$ cat src/rtl/fft_peak_search.sv
// Streaming peak search over one 256-point FFT frame: L1 magnitude per bin, peak/second/bin and sum,
// one result per frame on a valid/ready port.
module fft_peak_search #(
  parameter int FFT_SIZE = 256,
  parameter int DATA_W   = 18,
  localparam int BIN_W   = $clog2(FFT_SIZE),
  localparam int MAG_W   = DATA_W + 1,
  localparam int SUM_W   = MAG_W + BIN_W
) (
  input  logic             CLK,
  input  logic             NGRST,
  input  logic             ENABLE,
  input  logic             OUTP_READY,
  output logic             READ_OUTP,
  input  logic             DATAO_VALID,
  input  logic [31:0]      DATAO_RE,
  input  logic [31:0]      DATAO_IM,
  output logic             RES_VALID,
  input  logic             RES_READY,
  output logic [BIN_W-1:0] PEAK_BIN,
  output logic [MAG_W-1:0] PEAK_MAG,
  output logic [MAG_W-1:0] SECOND_MAG,
  output logic [SUM_W-1:0] MAG_SUM,
  output logic             ERR_UNEXP,
  output logic [1:0]       DBG_STATE
);

  // Result handshake: RES_VALID rises with stable fields and holds them until a cycle with
  // RES_VALID & RES_READY; it drops on the following cycle and never depends on RES_READY.
  typedef enum logic [1:0] {IDLE, COLLECT, DRAIN, DONE} state_t;

  state_t             state_q, state_d;
  logic               read_outp_q, read_outp_d;
  logic               res_valid_q, res_valid_d;
  logic               err_q, err_d;
  logic [BIN_W-1:0]   cnt_q, cnt_d;
  logic               s1_vld_q, s1_vld_d, s1_last_q, s1_last_d;
  logic [BIN_W-1:0]   s1_idx_q, s1_idx_d;
  logic [DATA_W-1:0]  s1_re_q, s1_re_d, s1_im_q, s1_im_d;
  logic               s2_vld_q, s2_vld_d, s2_last_q, s2_last_d;
  logic [BIN_W-1:0]   s2_idx_q, s2_idx_d;
  logic [MAG_W-1:0]   s2_mag_q, s2_mag_d;
  logic [BIN_W-1:0]   bin_q, bin_d;
  logic [MAG_W-1:0]   peak_q, peak_d, second_q, second_d;
  logic [SUM_W-1:0]   sum_q, sum_d;
  logic               unused_hi;

  assign unused_hi = ^{DATAO_RE[31:DATA_W], DATAO_IM[31:DATA_W]};

  // |-2^(DATA_W-1)| fits exactly once the result is read as unsigned.
  function automatic logic [DATA_W-1:0] abs_val(input logic [DATA_W-1:0] x);
    abs_val = x[DATA_W-1] ? (~x + DATA_W'(1)) : x;
  endfunction

  always_comb begin
    state_d     = state_q;
    read_outp_d = 1'b0;
    res_valid_d = res_valid_q;
    err_d       = err_q | (DATAO_VALID && (state_q != COLLECT));
    cnt_d       = cnt_q;
    s1_vld_d    = 1'b0;
    s1_last_d   = s1_last_q;
    s1_idx_d    = s1_idx_q;
    s1_re_d     = s1_re_q;
    s1_im_d     = s1_im_q;
    s2_vld_d    = s1_vld_q;
    s2_last_d   = s1_last_q;
    s2_idx_d    = s1_idx_q;
    s2_mag_d    = {1'b0, s1_re_q} + {1'b0, s1_im_q};
    bin_d       = bin_q;
    peak_d      = peak_q;
    second_d    = second_q;
    sum_d       = sum_q;

    if (s2_vld_q) begin
      sum_d = sum_q + SUM_W'(s2_mag_q);
      if (s2_mag_q > peak_q) begin
        second_d = peak_q;
        peak_d   = s2_mag_q;
        bin_d    = s2_idx_q;
      end else if (s2_mag_q > second_q) begin
        second_d = s2_mag_q;
      end
    end

    case (state_q)
      IDLE: begin
        if (ENABLE && OUTP_READY) begin
          read_outp_d = 1'b1;
          cnt_d       = '0;
          bin_d       = '0;
          peak_d      = '0;
          second_d    = '0;
          sum_d       = '0;
          state_d     = COLLECT;
        end
      end
      COLLECT: begin
        if (DATAO_VALID) begin
          s1_vld_d  = 1'b1;
          s1_last_d = (cnt_q == BIN_W'(FFT_SIZE - 1));
          s1_idx_d  = cnt_q;
          s1_re_d   = abs_val(DATAO_RE[DATA_W-1:0]);
          s1_im_d   = abs_val(DATAO_IM[DATA_W-1:0]);
          cnt_d     = cnt_q + BIN_W'(1);
          if (cnt_q == BIN_W'(FFT_SIZE - 1)) state_d = DRAIN;
        end
      end
      DRAIN: begin
        if (s2_vld_q && s2_last_q) begin
          res_valid_d = 1'b1;
          state_d     = DONE;
        end
      end
      DONE: begin
        if (RES_READY) begin
          res_valid_d = 1'b0;
          state_d     = IDLE;
        end
      end
      default: state_d = IDLE;
    endcase
  end

  always_ff @(posedge CLK or negedge NGRST) begin
    if (!NGRST) begin
      state_q     <= IDLE;
      read_outp_q <= 1'b0;
      res_valid_q <= 1'b0;
      err_q       <= 1'b0;
      cnt_q       <= '0;
      s1_vld_q    <= 1'b0;
      s1_last_q   <= 1'b0;
      s1_idx_q    <= '0;
      s1_re_q     <= '0;
      s1_im_q     <= '0;
      s2_vld_q    <= 1'b0;
      s2_last_q   <= 1'b0;
      s2_idx_q    <= '0;
      s2_mag_q    <= '0;
      bin_q       <= '0;
      peak_q      <= '0;
      second_q    <= '0;
      sum_q       <= '0;
    end else begin
      state_q     <= state_d;
      read_outp_q <= read_outp_d;
      res_valid_q <= res_valid_d;
      err_q       <= err_d;
      cnt_q       <= cnt_d;
      s1_vld_q    <= s1_vld_d;
      s1_last_q   <= s1_last_d;
      s1_idx_q    <= s1_idx_d;
      s1_re_q     <= s1_re_d;
      s1_im_q     <= s1_im_d;
      s2_vld_q    <= s2_vld_d;
      s2_last_q   <= s2_last_d;
      s2_idx_q    <= s2_idx_d;
      s2_mag_q    <= s2_mag_d;
      bin_q       <= bin_d;
      peak_q      <= peak_d;
      second_q    <= second_d;
      sum_q       <= sum_d;
    end
  end

  assign READ_OUTP  = read_outp_q;
  assign RES_VALID  = res_valid_q;
  assign PEAK_BIN   = bin_q;
  assign PEAK_MAG   = peak_q;
  assign SECOND_MAG = second_q;
  assign MAG_SUM    = sum_q;
  assign ERR_UNEXP  = err_q;
  assign DBG_STATE  = state_q;

endmodule
$ cat config.mk
export PLATFORM = sky130hd
export DESIGN_NAME = fft_peak_search
export DESIGN_NICKNAME = d
export VERILOG_FILES = /design/src/rtl/fft_peak_search.sv
export SDC_FILE = /design/constraint.sdc
export NUM_CORES = 1
export LEC_CHECK = 0
export BUFFER_PORTS_ARGS = -buffer_cell sky130_fd_sc_hd__buf_2
export CAP_MARGIN = 10
export CORE_MARGIN = 3
export CORE_UTILIZATION = 28
export DETAILED_ROUTE_END_ITERATION = 10
export HOLD_SLACK_MARGIN = 0.03
export PLACE_DENSITY_LB_ADDON = 0.05
export SLEW_MARGIN = 25
export SYNTH_ARGS = -nofsm -noshare
export SYNTH_HDL_FRONTEND = slang
export SYNTH_SLANG_ARGS = --single-unit
$ cat constraint.sdc
create_clock -name CLK -period 4.9 [get_ports CLK]
set_clock_uncertainty 0.1 [all_clocks]
set_input_delay 0.98 -clock CLK [delete_from_list [all_inputs] [get_ports CLK]]
set_output_delay 0.98 -clock CLK [all_outputs]
set_load 0.01 [all_outputs]
* Word-level counts from Yosys, hierarchy flattened *
Cells that the tools add are included.

storage, ports and cells
  bits in registers = 161
  input bits = 70
  output and inout bits = 78
  logic and storage cells = 82

cells by class
  add/subtract/negate cells = 5
  $lt $le $gt $ge = 2
  equality and inequality tests = 10
  mux-type cells = 34
  bitwise gates (word level) = 3
  reductions and logical operators = 10

operators with widths
  operator                                                               number
  19-bit 2-to-1 mux                                                      9
  27-bit 2-to-1 mux                                                      3
  8-bit 2-to-1 mux                                                       6
  19-bit greater-than comparator                                         2
  18-bit by 1-bit adder with 18-bit output, second input constant        2
  18-bit 2-to-1 mux                                                      2
  18-bit inverter                                                        2
  27-bit by 19-bit adder with 27-bit output                              1
  18-bit by 18-bit adder with 19-bit output                              1
  8-bit case mux with 2 select lines                                     1
  2-bit 2-to-1 mux                                                       5
  2-bit != test, second input constant                                   5
  8-bit by 1-bit adder with 8-bit output, second input constant          1
  8-bit equality test, second input constant                             1
  2-bit case mux with 4 select lines                                     1
  1-bit 2-to-1 mux                                                       6
  3-bit AND reduction                                                    2
  5-bit AND reduction                                                    1
  2-bit equality test, second input constant                             2
  2-bit nonzero test                                                     2
  1-bit logical AND                                                      3
  2-bit by 1-bit equality test with 1-bit output, second input constant  1
  2-bit zero test                                                        1
  2-bit by 1-bit != test with 1-bit output, second input constant        1
  3 further kinds                                                        3

* Longest topological paths before layout *
  word-level depth = 6
  gate-level depth with buffers = 12
  gate-level depth less buffers = 11

* Least setup slack after synthesis *
No wires, ideal clock.

  path kind = in2reg
  start point = input DATAO_RE[0]
  end point = register s1_re_q[14]
  data arrival time = 2.777 ns
  path slack = 1.900 ns
  stages = 9
  buffers on the path = 0
  path through = inv_1 ha_1 nand2_1 or3_1 or3_4 or4_4 o41ai_4 xor2_1 o21ai_1

between the ends
  cells in the longest elaborated chain, start to end = 3

RTL lines
  element                                   RTL line  source
  from (decl)                               16        input logic [31:0] DATAO_RE,
  18-bit inverter                           52        abs_val = x[DATA_W-1] ? (~x + DATA_W'(1)) : x;
  18-bit by 1-bit adder with 18-bit output  52
  18-bit 2-to-1 mux                         52
  to (signal assigned)                      154       s1_re_q <= s1_re_d;
  to (decl)                                 39        logic [DATA_W-1:0] s1_re_q, s1_re_d, s1_im_q, s1_im_d;

No other way between the ends.
A chain may end at the register's enable or synchronous reset.

* Worst setup path in the final report *
  start point = register s2_mag_q[4]
  end point = register peak_q[3], in the netlist PEAK_MAG[3]

between the ends
  cells in the longest elaborated chain, start to end = 5

RTL lines
  element                           RTL line  source
  from (decl)                       42        logic [MAG_W-1:0] s2_mag_q, s2_mag_d;
  from (signal assigned)            159       s2_mag_q <= s2_mag_d;
  19-bit greater-than comparator *  77        if (s2_mag_q > peak_q) begin
  19-bit 2-to-1 mux *               77
  19-bit 2-to-1 mux *               75        if (s2_vld_q) begin
  19-bit 2-to-1 mux                 88        if (ENABLE && OUTP_READY) begin
  19-bit 2-to-1 mux *               86        case (state_q)
  net peak_d[3]                     44        logic [MAG_W-1:0] peak_q, peak_d, second_q, second_d;
  to (signal assigned)              161       peak_q <= peak_d;
  to (decl)                         44

The timed path passes the listed nets; every way through them passes the cells marked *.

==> implementation parameters <==
Parameter                              Value

Min path
  Number of cells on the worst hold path    0
  Hold Path Class    flip-flop to flip-flop

Timing
  Max Slew Vio Count    0
  Setup repair after global routing missed its margin    false
  Share of the clock period used by the worst path    0.665
  Setup-failing EPs final    0
  Transition time of the tightest slew-check pin    0.853 ns
  Setup_tns    0 ns
  Hold Fails Final Rpt    0
  Maximum clock frequency    roughly 310 MHz
  Fin crit period    roughly 3.3 ns
  Final critical-path setup slack    1.64 ns
  Worst rel slew slack    0.431

Clocking
  Clock tree buffer depth    2
  Post-CTS resize count    0
  Clock transition at the register clock pins on the worst setup and hold paths after CTS    approximately 0.060 ns
  Num CTS Buffers    17
  Number of hold buffers added after cts    0
  Clock root buffer    sky130_fd_sc_hd__clkbuf_16
  Sinks on the clock net    ~160
  Number of H-tree levels    4
  CTS tree    yes
  Buffer count from post-CTS setup fixing    0
  Source-to-sink clock delay at the later pin of the worst-skew pair    about 0.42 ns

Synth
  Synth Cell Area    9440 µm²
  Async set or reset register ratio after synthesis    1.00
  Leading cell type by number of instances after synthesis    sky130_fd_sc_hd__dfrtp_1
  Number of library cell types mapped by synthesis    67
  Post-synthesis sequential element count    approximately 160
  Number of standard cells after synthesis    between 900 and 1k
  Synth top cells by count    161 x sky130_fd_sc_hd__dfrtp_1, 83 x sky130_fd_sc_hd__ha_1, 81 x sky130_fd_sc_hd__nand2_1
  Post-Synthesis Mean Instance Area    a little under 10 µm²
  Net count after synthesis    approximately 1.1k
  Number of synthesized flops with an enable pin    0
  Synthesis warning total    0
  Library cell with the largest summed area after synthesis    sky130_fd_sc_hd__dfrtp_1
  Leading cell types by total area after synthesis    sky130_fd_sc_hd__dfrtp_1 43%, sky130_fd_sc_hd__ha_1 11%, sky130_fd_sc_hd__mux2i_1 3.8%
  Fraction of synthesized cell area taken by the top area cell type    0.427
  Sequential area share after synthesis    0.427
  Most frequently used flop master after synthesis    sky130_fd_sc_hd__dfrtp_1

Placement
  Half-perimeter wire length after placement    19.5 mm
  Placed Area    roughly 11000 µm²
  Pre-CTS worst setup slack    approximately 1.6 ns
  Count of buffers from port buffering    between 100 and 150
  Final weighted congestion in routability-driven placement    0.756

Route
  Pre-Repair DR Iteration Count    4
  First-iteration detailed-routing DRC count    372
  Remaining number of nets flagged by the antenna check after routing    0
  DRC violation count after routing    0
  Via count normalized by instance count    ~4.7
  Average routed wire per standard cell    about 17 µm
  Overall routed net length    between 20 and 30 mm
  Via count    about 7.2k

Layout
  Final core utilization    0.339
  Net count reported at finish    ~1.2k
  Count of antenna diodes in the layout    0
  Final non-filler cell area    11100 µm²
  Synth-to-Final Area Change    17.8%
  Share of layout cells above drive strength 1    0.194

Flow run
  Max Cap Violations    0

Global routing
  Wire length of the first global-routing pass    roughly 42 mm
  Final global-route overflow total    0
  Largest net degree at the start of global routing    roughly 90
  Vias in the first global route    between 7k and 8k
  Total global routing track utilization    0.150
  Antenna violations before repair    0

Floorplan
  Num ports    148
  Die footprint    36000 µm²
  Die Width    between 150 and 200 µm
  Starting density of the core    0.287
  Std-Cell Core Area    32900 µm²
  Number of placement rows    66
  Die height    between 150 and 200 µm

Worst setup path
  WP data required    just over 5 ns
  Critical path class    flip-flop to flip-flop
  Category of the worst setup path capture point    flip-flop
  Reg-to-reg slack, setup    ~1.6 ns
  Peak fanout along the critical path    25
  Worst r2r path cells    10
  Arrival time worst endpoint    approximately 3.4 ns
  Category of the worst setup path launch point    flip-flop

Pwr
  Power density over the cells    approximately 690 nW/µm²
  Leakage power total    roughly 5.5 nW
  VDD IR max    roughly 270 µV
  Total design power    about 7.6 mW

Status
  Status    finished, final reports clean
cells in the final DEF (no fill, tap or decap), types with 8 or more instances in the layout:
cell,synthesis,routed
sky130_fd_sc_hd__a211oi_1,9,9
sky130_fd_sc_hd__a21o_1,20,20
sky130_fd_sc_hd__a21oi_1,47,47
sky130_fd_sc_hd__and3_1,8,8
sky130_fd_sc_hd__buf_2,7,118
sky130_fd_sc_hd__buf_4,1,9
sky130_fd_sc_hd__clkbuf_16,0,17
sky130_fd_sc_hd__dfrtp_1,161,161
sky130_fd_sc_hd__ha_1,83,83
sky130_fd_sc_hd__inv_1,64,63
sky130_fd_sc_hd__mux2_2,11,11
sky130_fd_sc_hd__mux2i_1,36,36
sky130_fd_sc_hd__nand2_1,81,80
sky130_fd_sc_hd__nand3_1,19,18
sky130_fd_sc_hd__nand4_1,12,12
sky130_fd_sc_hd__nor2_1,68,68
sky130_fd_sc_hd__nor2b_1,10,10
sky130_fd_sc_hd__nor3_1,11,11
sky130_fd_sc_hd__o21a_1,29,29
sky130_fd_sc_hd__o21ai_0,61,61
sky130_fd_sc_hd__o21ai_1,10,10
sky130_fd_sc_hd__o221a_2,19,19
sky130_fd_sc_hd__o31ai_1,12,12
sky130_fd_sc_hd__or3_1,22,22
sky130_fd_sc_hd__xnor2_1,20,20
sky130_fd_sc_hd__xor2_1,38,38
logic make-up after synthesis:
kind of cell	count (synthesis)	synth area share
flip-flops	161	0.427
buffers and inverters	95	0.0391
AND/OR/NAND/NOR	261	0.132
XOR/XNOR	58	0.0538
adder cells (fa/ha/maj)	85	0.114
multiplexers	47	0.0513
AO/OA/AOI/OAI	248	0.183
worst max-delay path, stage by stage, from the launching register on:
cell                      delay (ns)
sky130_fd_sc_hd__dfrtp_1        0.47
sky130_fd_sc_hd__ha_1           0.33
sky130_fd_sc_hd__a21o_1         0.16
sky130_fd_sc_hd__a21oi_1        0.13
sky130_fd_sc_hd__nor2b_1        0.06
sky130_fd_sc_hd__o31ai_1        0.32
sky130_fd_sc_hd__nand4_1        0.19
sky130_fd_sc_hd__nand3_2        0.57
sky130_fd_sc_hd__buf_4          0.47
sky130_fd_sc_hd__mux2i_1        0.23
sky130_fd_sc_hd__nor2_1         0.05
layer usage:
metal / share of wire / up-vias / GRT usage
met5: 0 / - / 0
met2: 0.46 / 120 / 0.239
li1: - / 3660 / -
met4: 0.011 / 0 / 0.0355
met3: 0.034 / 15 / 0.0304
met1: 0.50 / 3415 / 0.209
state kept, by name, indices dropped and copies added, names as in the netlist, 2 cells and up:
| name | flops |
|---|---|
| MAG_SUM | 27 |
| PEAK_MAG | 19 |
| SECOND_MAG | 19 |
| s2_mag_q | 19 |
| s1_im_q | 18 |
| s1_re_q | 18 |
| PEAK_BIN | 8 |
| cnt_q | 8 |
| s1_idx_q | 8 |
| s2_idx_q | 8 |
| DBG_STATE | 2 |
path summary, 6_finish.rpt:
check | from | to
min in group asynchronous | NGRST | MAG_SUM[0]
min | s1_vld_q | s2_vld_q
max | s2_mag_q[4] | PEAK_MAG[3]
max in group asynchronous | NGRST | SECOND_MAG[18]
max reg2reg | s2_mag_q[4] | PEAK_MAG[3]
min reg2reg | s1_vld_q | s2_vld_q
layout make-up:
cell class,instances,area [µm²]
fillers,3504,21700
multi-input cells,699,5050
flip-flops and latches,161,4030
repair buffers,128,669
well taps,442,553
clock buffers,19,453
inverters,64,240
clock inverters,12,130
through the flow:
step,instances,hold slack [ns]
finish,1525,0.249
global route,1525,0.268
CTS,1525,0.250
detailed placement,1494,0.235
global placement,1494,0.232
floorplan,955,0.231
where the power goes:
| group | total (mW) | internal (mW) | leakage (nW) | switching, mW |
|---|---|---|---|---|
| combinational | 3.84 | 1.74 | 3.18 | 2.09 |
| sequential | 2.44 | 1.86 | 2.05 | 0.580 |
| clock | 1.35 | 0.777 | 0.286 | 0.572 |
| total | 7.63 | 4.38 | 5.52 | 3.25 |
Power figures use the tool's default switching activity.
